--- src/rtl/key_evt_arb.sv ---
// Round-robin arbiter turning debounced key press pulses into a paced valid/ready event stream.
// Optional coalesced-press counter enabled by defining KEY_EVT_DROP_CNT_EN.
module key_evt_arb #(
  parameter int unsigned N_KEYS  = 4,
  parameter int unsigned IDW     = 2,
  parameter logic [19:0] HOLDOFF = 20'd49_999
) (
  input  logic              sys_clk,
  input  logic              sys_rst_n,
  input  logic [N_KEYS-1:0] key_flag,
  output logic              evt_valid,
  output logic [IDW-1:0]    evt_id,
  input  logic              evt_ready,
  output logic [N_KEYS-1:0] pend,
  output logic              busy
`ifdef KEY_EVT_DROP_CNT_EN
  ,
  output logic [7:0]        drop_cnt
`endif
);

  typedef enum logic [1:0] {StIdle, StOffer, StHold} state_e;

  state_e            state_q, state_d;
  logic [N_KEYS-1:0] pend_q, pend_d;
  logic              evt_valid_q, evt_valid_d;
  logic [IDW-1:0]    evt_id_q, evt_id_d;
  logic [IDW-1:0]    last_grant_q, last_grant_d;
  logic [19:0]       cnt_q, cnt_d;

  logic              accept;
  logic [N_KEYS-1:0] clr;
  logic [IDW-1:0]    sel_id;
  logic [IDW-1:0]    cand;
  logic              sel_found;

  assign accept = evt_valid_q & evt_ready;
  assign clr    = accept ? (N_KEYS'(1) << evt_id_q) : '0;
  // A new press in the acceptance cycle survives the clear.
  assign pend_d = (pend_q & ~clr) | key_flag;

  // Circular scan starting just after the last granted key.
  always_comb begin
    sel_id    = '0;
    sel_found = 1'b0;
    cand      = '0;
    for (int unsigned k = 1; k <= N_KEYS; k++) begin
      cand = IDW'((32'(last_grant_q) + k) % N_KEYS);
      if (!sel_found && pend_q[cand]) begin
        sel_id    = cand;
        sel_found = 1'b1;
      end
    end
  end

  always_comb begin
    state_d      = state_q;
    evt_valid_d  = evt_valid_q;
    evt_id_d     = evt_id_q;
    last_grant_d = last_grant_q;
    cnt_d        = cnt_q;
    unique case (state_q)
      StIdle: begin
        if (sel_found) begin
          evt_id_d    = sel_id;
          evt_valid_d = 1'b1;
          state_d     = StOffer;
        end
      end
      StOffer: begin
        if (accept) begin
          evt_valid_d  = 1'b0;
          last_grant_d = evt_id_q;
          cnt_d        = '0;
          state_d      = StHold;
        end
      end
      StHold: begin
        if (cnt_q == HOLDOFF) begin
          state_d = StIdle;
        end else begin
          cnt_d = cnt_q + 20'd1;
        end
      end
      default: begin
        state_d     = StIdle;
        evt_valid_d = 1'b0;
      end
    endcase
  end

  always_ff @(posedge sys_clk) begin
    if (!sys_rst_n) begin
      state_q      <= StIdle;
      pend_q       <= '0;
      evt_valid_q  <= 1'b0;
      evt_id_q     <= '0;
      last_grant_q <= IDW'(N_KEYS - 1);
      cnt_q        <= '0;
    end else begin
      state_q      <= state_d;
      pend_q       <= pend_d;
      evt_valid_q  <= evt_valid_d;
      evt_id_q     <= evt_id_d;
      last_grant_q <= last_grant_d;
      cnt_q        <= cnt_d;
    end
  end

  assign evt_valid = evt_valid_q;
  assign evt_id    = evt_id_q;
  assign pend      = pend_q;
  assign busy      = (state_q != StIdle);

`ifdef KEY_EVT_DROP_CNT_EN
  logic [N_KEYS-1:0] coal;
  logic [8:0]        drop_sum;
  logic [7:0]        drop_q, drop_d;

  assign coal     = key_flag & pend_q & ~clr;
  assign drop_sum = 9'(drop_q) + 9'($countones(coal));
  assign drop_d   = (drop_sum > 9'd255) ? 8'hFF : drop_sum[7:0];

  always_ff @(posedge sys_clk) begin
    if (!sys_rst_n) begin
      drop_q <= '0;
    end else begin
      drop_q <= drop_d;
    end
  end

  assign drop_cnt = drop_q;
`endif

endmodule

--- config.mk ---
export PLATFORM = sky130hd
export DESIGN_NAME = key_evt_arb
export DESIGN_NICKNAME = d
export VERILOG_FILES = /design/src/rtl/key_evt_arb.sv
export SDC_FILE = /design/constraint.sdc
export NUM_CORES = 1
export LEC_CHECK = 0
export CAP_MARGIN = 5
export CELL_PAD_IN_SITES_DETAIL_PLACEMENT = 1
export CELL_PAD_IN_SITES_GLOBAL_PLACEMENT = 1
export CORE_MARGIN = 10
export CORE_UTILIZATION = 45
export CTS_CLUSTER_SIZE = 14
export DETAILED_ROUTE_END_ITERATION = 8
export PLACE_DENSITY_LB_ADDON = 0.25
export SYNTH_ARGS = -nofsm -noshare
export SYNTH_HDL_FRONTEND = slang
export SYNTH_SLANG_ARGS = --single-unit
--- constraint.sdc ---
create_clock -name sys_clk -period 5.75 [get_ports sys_clk]
set_input_delay 1.4375 -clock sys_clk [delete_from_list [all_inputs] [get_ports sys_clk]]
set_output_delay 1.4375 -clock sys_clk [all_outputs]
set_load 0.01 [all_outputs]
==> impl_metrics.toml <==
[setup_path]
crit_required_ns = 6.03
cp.arrival_ns = 3.57
startpoint = "sys_rst_n"
crit_path_end_kind = "flip-flop"
crit_path_start_kind = "input pin"
timing.rr.start = "cnt_q[0]$_SDFFE_PN0P_"
cp_max_fo = 16
cp_cell_sequence = "clkdlybuf4s50_1, nand2_1, or4_2, nand2_1"
cp_slowest_cell = "clkdlybuf4s50_1"
cpPeakStageDelay_ns = 0.80
cp_common_cell = "nand2_1"
worst-setup-path-type = "in2reg"

[final_layout]
fillers = 435
final_cell_mix = "31 x dfxtp_1, 21 x a21oi_1, 18 x nand2_1, 14 x o21ai_0, 14 x clkdlybuf4s50_1"
nets = 208
drive_above_1_share_pct = 9.55
area_growth_pct = 12.7
antenna_cells = 0
layout_commonest_cell = "dfxtp_1"

[drt]
drtAntennaViolNets = 0
vias_per_cell = 5.74
vias = 1407
finalWirelength_um = 3940
first_pass_iters = 4
wl_per_cell_um = 16.1
remaining_drc_errors = 0
drtIter0Drc = 91

[synthesis]
async_flop_share_pct = 0
syn_area_um2 = 1570
syn_inst = 183
synth.area.top_cells = "dfxtp_1 39%, a21oi_1 6.7%, o21ai_0 4.5%, nand2_1 4.3%, or3_1 3.2%"
yosysWarnings = 0
synth_edf_count = 0
synth_seq_cells = 31
synth_top_area_cell = "dfxtp_1"
ys_dominant_reg_cell = "dfxtp_1"
syn_area_per_cell_um2 = 8.60
synth_top_area_share_pct = 39.4
syn-num-nets = 191
synth_seq_area_share_pct = 39.4
synth_cell_types = 49

[clocking]
cts_buffer_depth = 2
cts_buffers = 5
cts.repair.resized = 0
clk_pin_slew_worst_paths_ns = 0.09
cts.root.buffer_cell = "clkbuf_4"
ctsHoldBuffers = 0
htree_levels = 2
cts_tree = "yes"
clock-sinks = 31
clkLatencyLatePin_ns = 0.33
post_cts_buffers = 0

[floorplanning]
dieArea_um2 = 6260
initial_core_util_pct = 46.8
die_x_um = 79.1
die_h_um = 79.1
core_um2 = 3360
rows = 21
io_pins = 15

[global_routing]
grt_pass1_vias = 1452
grt_first_pass_wirelength_um = 6890
grt.overflow.total = 0
grt_max_degree = 18
grt_usage_pct = 13.6
antenna_found_initial = 0

[timing]
tightestPinTransition_ns = 0.559
rsz0062_at_grt = "no"
tns_ns = 0
post-route-min-period_ns = 3.30
min_period_over_period_pct = 57.3
relSlewSlack_pct = 62.7
setup_violations = 0
finalClockSkew_ns = 0.00926
drv_slew = 0
hold_ws_ns = 0.501
hold_viol = 0
fmax_ghz = 0.303

[power]
leakagePower_nw = 0.615
p_total_mw = 0.391
powerDensity_nw_per_um2 = 221
peakVddDrop_mv = 0.102

[placement]
dp_hpwl_um = 2920
portBuffers = 14
place.gp.congestion = 0.804

[worst_hold_path]
hp-start = "cnt_q[19]$_SDFFE_PN0P_"
hold_path_class = "reg2reg"

[job]
timing.max_cap.violations = 0

[run_status]
outcome = "complete, no violations"
[sequential cells by signal (all words and copies together), names as in the netlist]
register / flops
cnt_q: 20
pend: 4
evt_id: 2
last_grant_q: 2
state_q: 2
evt_valid: 1
[per-stage QoR]
step,instance area [µm²],std cells,setup WS [ns],utilization [%]
floorplan,1570,183,2.99,-
global placement,1730,239,2.17,51.5
detailed placement,1730,239,2.11,51.5
CTS,1770,245,2.47,52.8
global route,1770,245,2.28,52.8
finish,1770,245,2.45,52.8
[Yosys cell counts (all sizes together), types with 2 or more instances]
library cell,number
nand2b,3
nand4,5
nor3,2
nor4,3
o21ai,17
nand4b,3
xnor2,2
o21a,4
dfxtp,31
a21oi,21
o211ai,4
or3,12
nand3,7
nor2,8
inv,9
buf,2
nand2,18
or4,4
and2,4
nor2b,4
[per-layer routing]
layer	GRT usage [%]	vias up	wire length [µm]
met5	0	-	0
met4	5.38	0	56
met3	4.28	5	137
met2	22.0	17	1880
met1	16.4	683	1860
li1	-	702	-
[worst max-delay path: cells and delay by family]
family / cells / cell delay, ns
buffers and inverters: 1 / 0.80
AND/OR/NAND/NOR: 3 / 1.33
[cell families after synthesis]
family,after synthesis,synth area share [%]
adder cells (fa/ha/maj),1,0.795
flip-flops,31,39.4
AO/OA/AOI/OAI,54,21.0
AND/OR/NAND/NOR,80,31.9
XOR/XNOR,3,1.67
multiplexers,1,0.636
buffers and inverters,13,4.61
[power breakdown]
part / internal (mW) / switching, mW / leakage, nW
clock network: 0.0434 / 0.0703 / 0.0242
logic: 0.0236 / 0.0223 / 0.339
registers: 0.221 / 0.0104 / 0.252
total: 0.288 / 0.103 / 0.615
[final timing paths]
check / endpoint / slack [ns] / cells after the start
setup / recovery: cnt_q[10]$_SDFFE_PN0P_ / 2.45 / 4
hold / removal: cnt_q[19]$_SDFFE_PN0P_ / 0.50 / 2
setup reg to reg: cnt_q[16]$_SDFFE_PN0P_ / 3.62 / 6
hold reg to reg: cnt_q[19]$_SDFFE_PN0P_ / 0.50 / 2
[layout make-up]
cell class	count	area [µm²]	share of cell area [%]
clock buffer	6	41.3	2.33
inverter	9	33.8	1.90
multi-input combinational	139	881	49.6
sequential	31	621	35.0
tap	46	57.6	3.24
timing repair buffer	14	140	7.90
Note: power is estimated with default switching activity, not from simulation.
